$ cat src/rtl/mem_stage.sv
// mem_stage -- MEM pipeline stage of the 5-stage MIPS core (between EX and WB).
//
// Registers the EX results into the M bank, turns the data SRAM read word into
// the final GPR value for loads (byte/half extraction, sign/zero extension,
// LWL/LWR merge with the old rt value), feeds that value back to ID as the
// MEM-stage bypass, and registers it into the W bank which drives the regfile
// write port and the debug_wb_* trace taps.
//
// Ports
//   clk, rst            core clock, synchronous active-high reset
//   mem_stall_i         hold both M and W banks (and keep the read buffer)
//   mem_flush_i         squash the instruction entering M (becomes a bubble)
//   ex_*                instruction leaving EX: pc, GPR write enable/addr/data,
//                       memory op code, effective address
//   data_sram_rdata     SRAM read word, valid only in the first MEM cycle
//   mem_fwd_*           combinational bypass of the instruction in M
//   wb_*                registered regfile write port
//   debug_wb_*          trace taps mirroring the WB write
module mem_stage #(
  parameter int MMOP_W = 4
) (
  input  logic              clk,
  input  logic              rst,
  input  logic              mem_stall_i,
  input  logic              mem_flush_i,
  input  logic [31:0]       ex_pc_i,
  input  logic              ex_wren_i,
  input  logic [4:0]        ex_waddr_i,
  input  logic [31:0]       ex_wdata_i,
  input  logic [MMOP_W-1:0] ex_memop_i,
  input  logic [31:0]       ex_memaddr_i,
  input  logic [31:0]       data_sram_rdata,
  output logic              mem_fwd_wen_o,
  output logic [4:0]        mem_fwd_waddr_o,
  output logic [31:0]       mem_fwd_wdata_o,
  output logic              wb_wen_o,
  output logic [4:0]        wb_waddr_o,
  output logic [31:0]       wb_wdata_o,
  output logic [31:0]       debug_wb_pc,
  output logic [3:0]        debug_wb_rf_wen,
  output logic [4:0]        debug_wb_rf_wnum,
  output logic [31:0]       debug_wb_rf_wdata
);

  localparam logic [MMOP_W-1:0] OP_NOP = MMOP_W'(0);
  localparam logic [MMOP_W-1:0] OP_LB  = MMOP_W'(1);
  localparam logic [MMOP_W-1:0] OP_LBU = MMOP_W'(2);
  localparam logic [MMOP_W-1:0] OP_LH  = MMOP_W'(3);
  localparam logic [MMOP_W-1:0] OP_LHU = MMOP_W'(4);
  localparam logic [MMOP_W-1:0] OP_LW  = MMOP_W'(5);
  localparam logic [MMOP_W-1:0] OP_LWL = MMOP_W'(6);
  localparam logic [MMOP_W-1:0] OP_LWR = MMOP_W'(7);

  // M bank
  logic [31:0]       m_pc_reg;
  logic              m_wren_reg;
  logic [4:0]        m_waddr_reg;
  logic [31:0]       m_wdata_reg;
  logic [MMOP_W-1:0] m_memop_reg;
  logic [1:0]        m_addr_reg;

  // W bank
  logic [31:0]       w_pc_reg;
  logic              w_wen_reg;
  logic [4:0]        w_waddr_reg;
  logic [31:0]       w_wdata_reg;

  // Read buffer: the SRAM only presents the word in the first MEM cycle, so a
  // load stalled in M must keep its own copy.
  logic [31:0]       hold_q_reg;
  logic              hold_v_reg;

  logic [31:0]       rd_word;
  logic [7:0]        rd_byte;
  logic [15:0]       rd_half;
  logic              m_is_load;
  logic              m_wen_eff;
  logic [31:0]       result;

  assign m_is_load = (m_memop_reg >= OP_LB) && (m_memop_reg <= OP_LWR);
  // r0 is hardwired zero: never advertise a write to it.
  assign m_wen_eff = m_wren_reg && (m_waddr_reg != 5'd0);

  always_comb begin
    rd_word = hold_v_reg ? hold_q_reg : data_sram_rdata;
    rd_half = m_addr_reg[1] ? rd_word[31:16] : rd_word[15:0];
    case (m_addr_reg)
      2'd0:    rd_byte = rd_word[7:0];
      2'd1:    rd_byte = rd_word[15:8];
      2'd2:    rd_byte = rd_word[23:16];
      default: rd_byte = rd_word[31:24];
    endcase

    result = m_wdata_reg;
    case (m_memop_reg)
      OP_LB:  result = {{24{rd_byte[7]}}, rd_byte};
      OP_LBU: result = {24'd0, rd_byte};
      OP_LH:  result = {{16{rd_half[15]}}, rd_half};
      OP_LHU: result = {16'd0, rd_half};
      OP_LW:  result = rd_word;
      // Unaligned-left: low bytes of memory fill the top of rt.
      OP_LWL: begin
        case (m_addr_reg)
          2'd0:    result = {rd_word[7:0],  m_wdata_reg[23:0]};
          2'd1:    result = {rd_word[15:0], m_wdata_reg[15:0]};
          2'd2:    result = {rd_word[23:0], m_wdata_reg[7:0]};
          default: result = rd_word;
        endcase
      end
      // Unaligned-right: high bytes of memory fill the bottom of rt.
      OP_LWR: begin
        case (m_addr_reg)
          2'd0:    result = rd_word;
          2'd1:    result = {m_wdata_reg[31:24], rd_word[31:8]};
          2'd2:    result = {m_wdata_reg[31:16], rd_word[31:16]};
          default: result = {m_wdata_reg[31:8],  rd_word[31:24]};
        endcase
      end
      default: result = m_wdata_reg;
    endcase
  end

  // Stall has priority over flush; reset has priority over both.
  always_ff @(posedge clk) begin
    if (rst) begin
      m_pc_reg    <= 32'd0;
      m_wren_reg  <= 1'b0;
      m_waddr_reg <= 5'd0;
      m_wdata_reg <= 32'd0;
      m_memop_reg <= OP_NOP;
      m_addr_reg  <= 2'd0;
      w_pc_reg    <= 32'd0;
      w_wen_reg   <= 1'b0;
      w_waddr_reg <= 5'd0;
      w_wdata_reg <= 32'd0;
      hold_q_reg  <= 32'd0;
      hold_v_reg  <= 1'b0;
    end else if (mem_stall_i) begin
      if (m_is_load && !hold_v_reg) begin
        hold_q_reg <= data_sram_rdata;
        hold_v_reg <= 1'b1;
      end
    end else begin
      hold_v_reg  <= 1'b0;
      w_pc_reg    <= m_pc_reg;
      w_wen_reg   <= m_wen_eff;
      w_waddr_reg <= m_waddr_reg;
      w_wdata_reg <= result;
      if (mem_flush_i) begin
        m_pc_reg    <= 32'd0;
        m_wren_reg  <= 1'b0;
        m_waddr_reg <= 5'd0;
        m_wdata_reg <= 32'd0;
        m_memop_reg <= OP_NOP;
        m_addr_reg  <= 2'd0;
      end else begin
        m_pc_reg    <= ex_pc_i;
        m_wren_reg  <= ex_wren_i;
        m_waddr_reg <= ex_waddr_i;
        m_wdata_reg <= ex_wdata_i;
        m_memop_reg <= ex_memop_i;
        m_addr_reg  <= ex_memaddr_i[1:0];
      end
    end
  end

  assign mem_fwd_wen_o     = m_wen_eff;
  assign mem_fwd_waddr_o   = m_waddr_reg;
  assign mem_fwd_wdata_o   = result;

  assign wb_wen_o          = w_wen_reg;
  assign wb_waddr_o        = w_waddr_reg;
  assign wb_wdata_o        = w_wdata_reg;
  assign debug_wb_pc       = w_pc_reg;
  assign debug_wb_rf_wen   = {4{w_wen_reg}};
  assign debug_wb_rf_wnum  = w_waddr_reg;
  assign debug_wb_rf_wdata = w_wdata_reg;

endmodule

$ cat config.mk
export PLATFORM = sky130hd
export DESIGN_NAME = mem_stage
export DESIGN_NICKNAME = d
export VERILOG_FILES = /design/src/rtl/mem_stage.sv
export SDC_FILE = /design/constraint.sdc
export NUM_CORES = 1
export LEC_CHECK = 0
export BUFFER_PORTS_ARGS = -buffer_cell sky130_fd_sc_hd__clkbuf_2
export CELL_PAD_IN_SITES_DETAIL_PLACEMENT = 0
export CELL_PAD_IN_SITES_GLOBAL_PLACEMENT = 1
export CORE_MARGIN = 1.5
export CORE_UTILIZATION = 35
export CTS_BUF_LIST = sky130_fd_sc_hd__clkbuf_4
export CTS_CLUSTER_SIZE = 28
export DETAILED_ROUTE_END_ITERATION = 8
export PLACE_DENSITY_LB_ADDON = 0.1
export SLEW_MARGIN = 10
export SYNTH_ARGS = -nofsm -noshare
export SYNTH_HDL_FRONTEND = slang
export SYNTH_SLANG_ARGS = --single-unit
$ cat constraint.sdc
create_clock -name clk -period 3 [get_ports clk]
set_input_delay 0.6 -clock clk [delete_from_list [all_inputs] [get_ports clk]]
set_output_delay 0.6 -clock clk [all_outputs]
set_load 0.05 [all_outputs]
Yosys cells after proc, flatten, opt, wreduce, memory -nomap -nowiden --
Cells that the tools add are included.
Storage, ports and cells: register bits after elaboration 179, input bits 142, logic and storage cells 44, output and inout bits 149
Operators by class: equal/unequal tests 9, bitwise operators 1, reduce and logical (&&, ||, !) cells 8, mux-type cells 12, order comparisons 2
Operators with widths (number):
- $pmux W32 S7 | 1
- $pmux W32 S3 | 2
- $mux W32 | 3
- $pmux W8 S3 | 1
- $eq A4 B3 Y1 const B | 4
- $mux W16 | 1
- $eq A4 B2 Y1 const B | 2
- $mux W5 | 1
- $reduce_bool A5 Y1 | 1
- $eq A4 B1 Y1 const B | 1
- $ge A4 B1 Y1 const B | 1
- $le A4 B3 Y1 const B | 1
- $mux W4 | 1
- $logic_and A1 B1 Y1 | 3
- $eq A2 B1 Y1 const B | 1
- $eq A2 B2 Y1 const B | 1
- $logic_not A2 Y1 | 1
- $mux W2 | 1
- $reduce_and A2 Y1 | 1
- $reduce_or A2 Y1 | 1
- $logic_not A1 Y1 | 1
- $mux W1 | 1
- $not A1 Y1 | 1

Longest topological paths before layout --
word-level depth 4, gate-level depth with buffers 9, gate-level depth less buffers 5

Least setup slack after synthesis --
No wires, ideal clock.
path kind register to output, start point register hold_v_reg, end point output mem_fwd_wdata_o[0], path buffers 3, required time 2.400 ns, path slack -0.088 ns, arrival time 2.488 ns, stages on the path, launching flop included 7, path through dfxtp_1 -> buf_6 -> buf_12 -> buf_4 -> mux2i_1 -> mux4_2 -> o21ai_0
Between the ends: cells in the longest elaborated chain, start to end 3, elaborated cells on any way between the ends 6, classes of those cells 6 x mux
Ends and longest elaborated chain:
- from (decl) | RTL line 71 | logic hold_v_reg;
- from (signal assigned) | RTL line 137 | hold_v_reg <= 1'b0;
- from (signal assigned) | RTL line 141 | hold_v_reg <= 1'b1;
- from (signal assigned) | RTL line 144 | hold_v_reg <= 1'b0;
- $mux W32 * | RTL line 85 | rd_word = hold_v_reg ? hold_q_reg : data_sram_rdata;
- $pmux W32 S3, or another cell as far along | RTL line 112 | case (m_addr_reg)
- $pmux W32 S7 * | RTL line 95 | case (m_memop_reg)
- to (decl) | RTL line 35 | output logic [31:0] mem_fwd_wdata_o,
Every way passes the cells marked *; elsewhere a longest branch is shown, timed or not.

Final worst setup path --
start point register hold_v_reg, end point output mem_fwd_wdata_o[13]
The elaborated chain is that of the path after synthesis.

==> impl_metrics.json <==
{
  "grt-ovfl-total": 0,
  "cap_viol_max_count": 0,
  "multiInputGateArea_mm2": 0.00542,
  "cp_slowest_cell": "or4_4",
  "start_util_pct": 35.6,
  "setup_viol": 32,
  "port_buffers": 260,
  "instances_no_fill": 1625,
  "worst_r2r_path_depth": 9,
  "wl_per_cell_um": 20.2,
  "htree_num_levels": 4,
  "skew_ns": 0.0327,
  "ff_latch_area_mm2": 0.00360,
  "p_per_area_mw_per_mm2": 440,
  "synth_fp_nets": 1117,
  "track_usage_pct": 24.5,
  "p_leak_nw": 5.39,
  "cts_tree": "yes",
  "hold_viol": 0,
  "ys_types": 57,
  "grt_setup_unrepaired": "true",
  "fmax_mhz": 296,
  "async_flop_share_pct": 0,
  "slew_headroom_pct": 53.3,
  "drc": 0,
  "maxSlewViolCount": 0,
  "n_fill_cell": 2372,
  "worstSkewPairLatency_ns": 0.60,
  "ir_worst_vdd_uv": 246,
  "dp_cells": 1562,
  "first_iter_violations": 526,
  "root_buffer": "clkbuf_4",
  "timing.final.crit_period_ns": 3.38,
  "core-area_mm2": 0.0252,
  "fin_crit_sh_pct": 113,
  "outcome": "finished with violations",
  "dp_hpwl_um": 23500,
  "min_path_type": "in -> reg",
  "worstPathRequired_ns": 2.40,
  "die_h_um": 163,
  "die_width_um": 163,
  "dieArea_mm2": 0.0266,
  "rows": 58,
  "worstHoldPathCells": 2,
  "ios": 291,
  "clk_pin_slew_worst_paths_ns": 0.20,
  "yosysWarnings": 0,
  "area_delta_synth_final_pct": 45.0,
  "ys_seq_area_share_pct": 40.0,
  "synthCells": 975,
  "postCtsHoldBufs": 0,
  "cts_buffers": 17,
  "grt_max_degree": 57,
  "vias": 8621,
  "tightest_slew_ns": 0.701,
  "crit_fanout": 6,
  "nets": 1421,
  "critPathKind": "reg -> out",
  "ant_nets": 0,
  "vias_per_cell": 5.31,
  "drtPass1Iterations": 7,
  "cp-end-kind": "primary output",
  "antenna_found_initial": 1,
  "clock-sinks": 179,
  "synth-edff-count": 0,
  "synth_area_mm2": 0.00896,
  "fin_util_pct": 51.6,
  "synth_flop_cell": "dfxtp_1",
  "gp_congestion": 0.930,
  "drive_above_1_share_pct": 45.0,
  "start_kind": "flop",
  "grt_pass1_vias": 8343,
  "worst_slack_ns": -0.380,
  "slowest_delay_ns": 0.56,
  "cp_cell_sequence": "buf_12 -> mux2_4 -> o2111a_1 -> o31a_1 -> or4_4 -> clkbuf_16",
  "routed_wl_um": 32900,
  "grt_pass1_wl_um": 49400,
  "cp.arrival_ns": 2.78,
  "synth-seq-cells": 179,
  "syn_avg_cell_area_um2": 9.19,
  "violations": "negative setup slack",
  "clock_path_buffers": 2
}
[metal layers]
layer	track usage (%)	vias to the layer above	routed length, um
met2	39.8	285	15700
met4	7.96	0	871
met3	5.55	44	1890
met1	32.0	4126	14500
met5	0	-	0
li1	-	4166	-
[cell usage after synthesis (all sizes together), types with 9 or more instances]
library cell,instances,share of area (%)
o21ai,23,1.3
dfxtp,179,40
a211oi,15,1.3
inv,19,0.80
mux2i,75,8.4
nor4b,9,0.88
buf,68,5.2
nand2,109,4.6
o22ai,14,0.98
a221oi,12,1.2
o32ai,10,1.2
nor2,101,4.2
a31oi,9,0.63
a22o,79,7.7
a21oi,51,2.8
mux4,23,5.8
nor3b,12,1.0
clkbuf,55,2.3
[cells in the final DEF, fill, tap and decap left out, drive strengths merged, types with 7 or more instances in the layout]
| master | netlist | layout |
|---|---|---|
| clkbuf | 55 | 247 |
| dfxtp | 179 | 179 |
| buf | 68 | 177 |
| nand2 | 109 | 109 |
| nor2 | 101 | 101 |
| a22o | 79 | 79 |
| mux2i | 75 | 75 |
| a21oi | 51 | 51 |
| inv | 19 | 28 |
| mux4 | 23 | 23 |
| o21ai | 23 | 23 |
| a211oi | 15 | 15 |
| o22ai | 14 | 14 |
| a221oi | 12 | 12 |
| nor3b | 12 | 12 |
| o32ai | 10 | 10 |
| nor4b | 9 | 9 |
| a31oi | 9 | 9 |
| o21a | 8 | 8 |
| nor4 | 8 | 8 |
| a2bb2oi | 8 | 8 |
| nand2b | 8 | 8 |
| mux2 | 8 | 8 |
| o2bb2ai | 7 | 7 |
| clkinv | 2 | 7 |
[what timing repair did]
action,in CTS,in global routing
pin swaps,35,25
gates cloned,3,0
resized for setup,171,66
endpoints found under the setup margin,32,32
setup buffers,28,14
endpoints found under the hold margin,0,0
[area by class of cell]
cell class | instances | share of cell area (%)
inverters | 21 | 0.607
flip-flops and latches | 179 | 27.7
clock inverters | 14 | 1.33
well taps | 330 | 3.18
diodes | 3 | 0.0578
repair buffers | 408 | 24.4
multi-input cells | 652 | 41.7
clock buffers | 18 | 1.04
[path summary, 6_finish.rpt]
check	start	to	slack, ns
min reg2reg	hold_q_reg[1]	hold_q_reg[1]	0.47
min	ex_pc_i[22]	m_pc_reg[22]	0.19
max	hold_v_reg	mem_fwd_wdata_o[13]	-0.38
max reg2reg	hold_v_reg	debug_wb_rf_wdata[18]	0.72
[per-stage QoR]
stage                     hold slack [ns]  cell area (um2)  setup TNS (ns)  setup WS [ns]  power, mW
after global placement              0.441            11300          -0.226         -0.149       4.06
after floorplan                     0.436             8960               0         0.0428       3.46
after global routing                0.124            13000          -11.66         -0.474       5.96
after detailed placement            0.446            11300          -0.251         -0.122       4.07
final                               0.190            13000           -7.92         -0.380       5.72
after CTS                           0.141            12600           -9.33         -0.424       5.72
[cell families (layout without fill, tap and decap cells)]
family                 count (synthesis)  after routing  synth area share, %
other                                  0              3                    0
DFF                                  179            179                 40.0
AOI/OAI and AO/OA                    266            266                 22.1
and+or+nand+nor                      280            280                 14.3
buffers and inverters                144            461                 8.39
muxes                                106            106                 15.2
[worst max-delay path, delay by kind of cell (launching register included)]
kind | cells | cell delay (ns)
buffers and inverters | 2 | 0.32
AO/OA/AOI/OAI | 2 | 0.57
AND/OR/NAND/NOR | 1 | 0.56
multiplexers | 1 | 0.30
flip-flops | 1 | 0.47
[power by group]
group          switching, mW  internal, mW
clock network           1.05         0.413
logic                   1.00         0.698
registers             0.0871          2.47
Note: power is estimated with default switching activity, not from simulation.
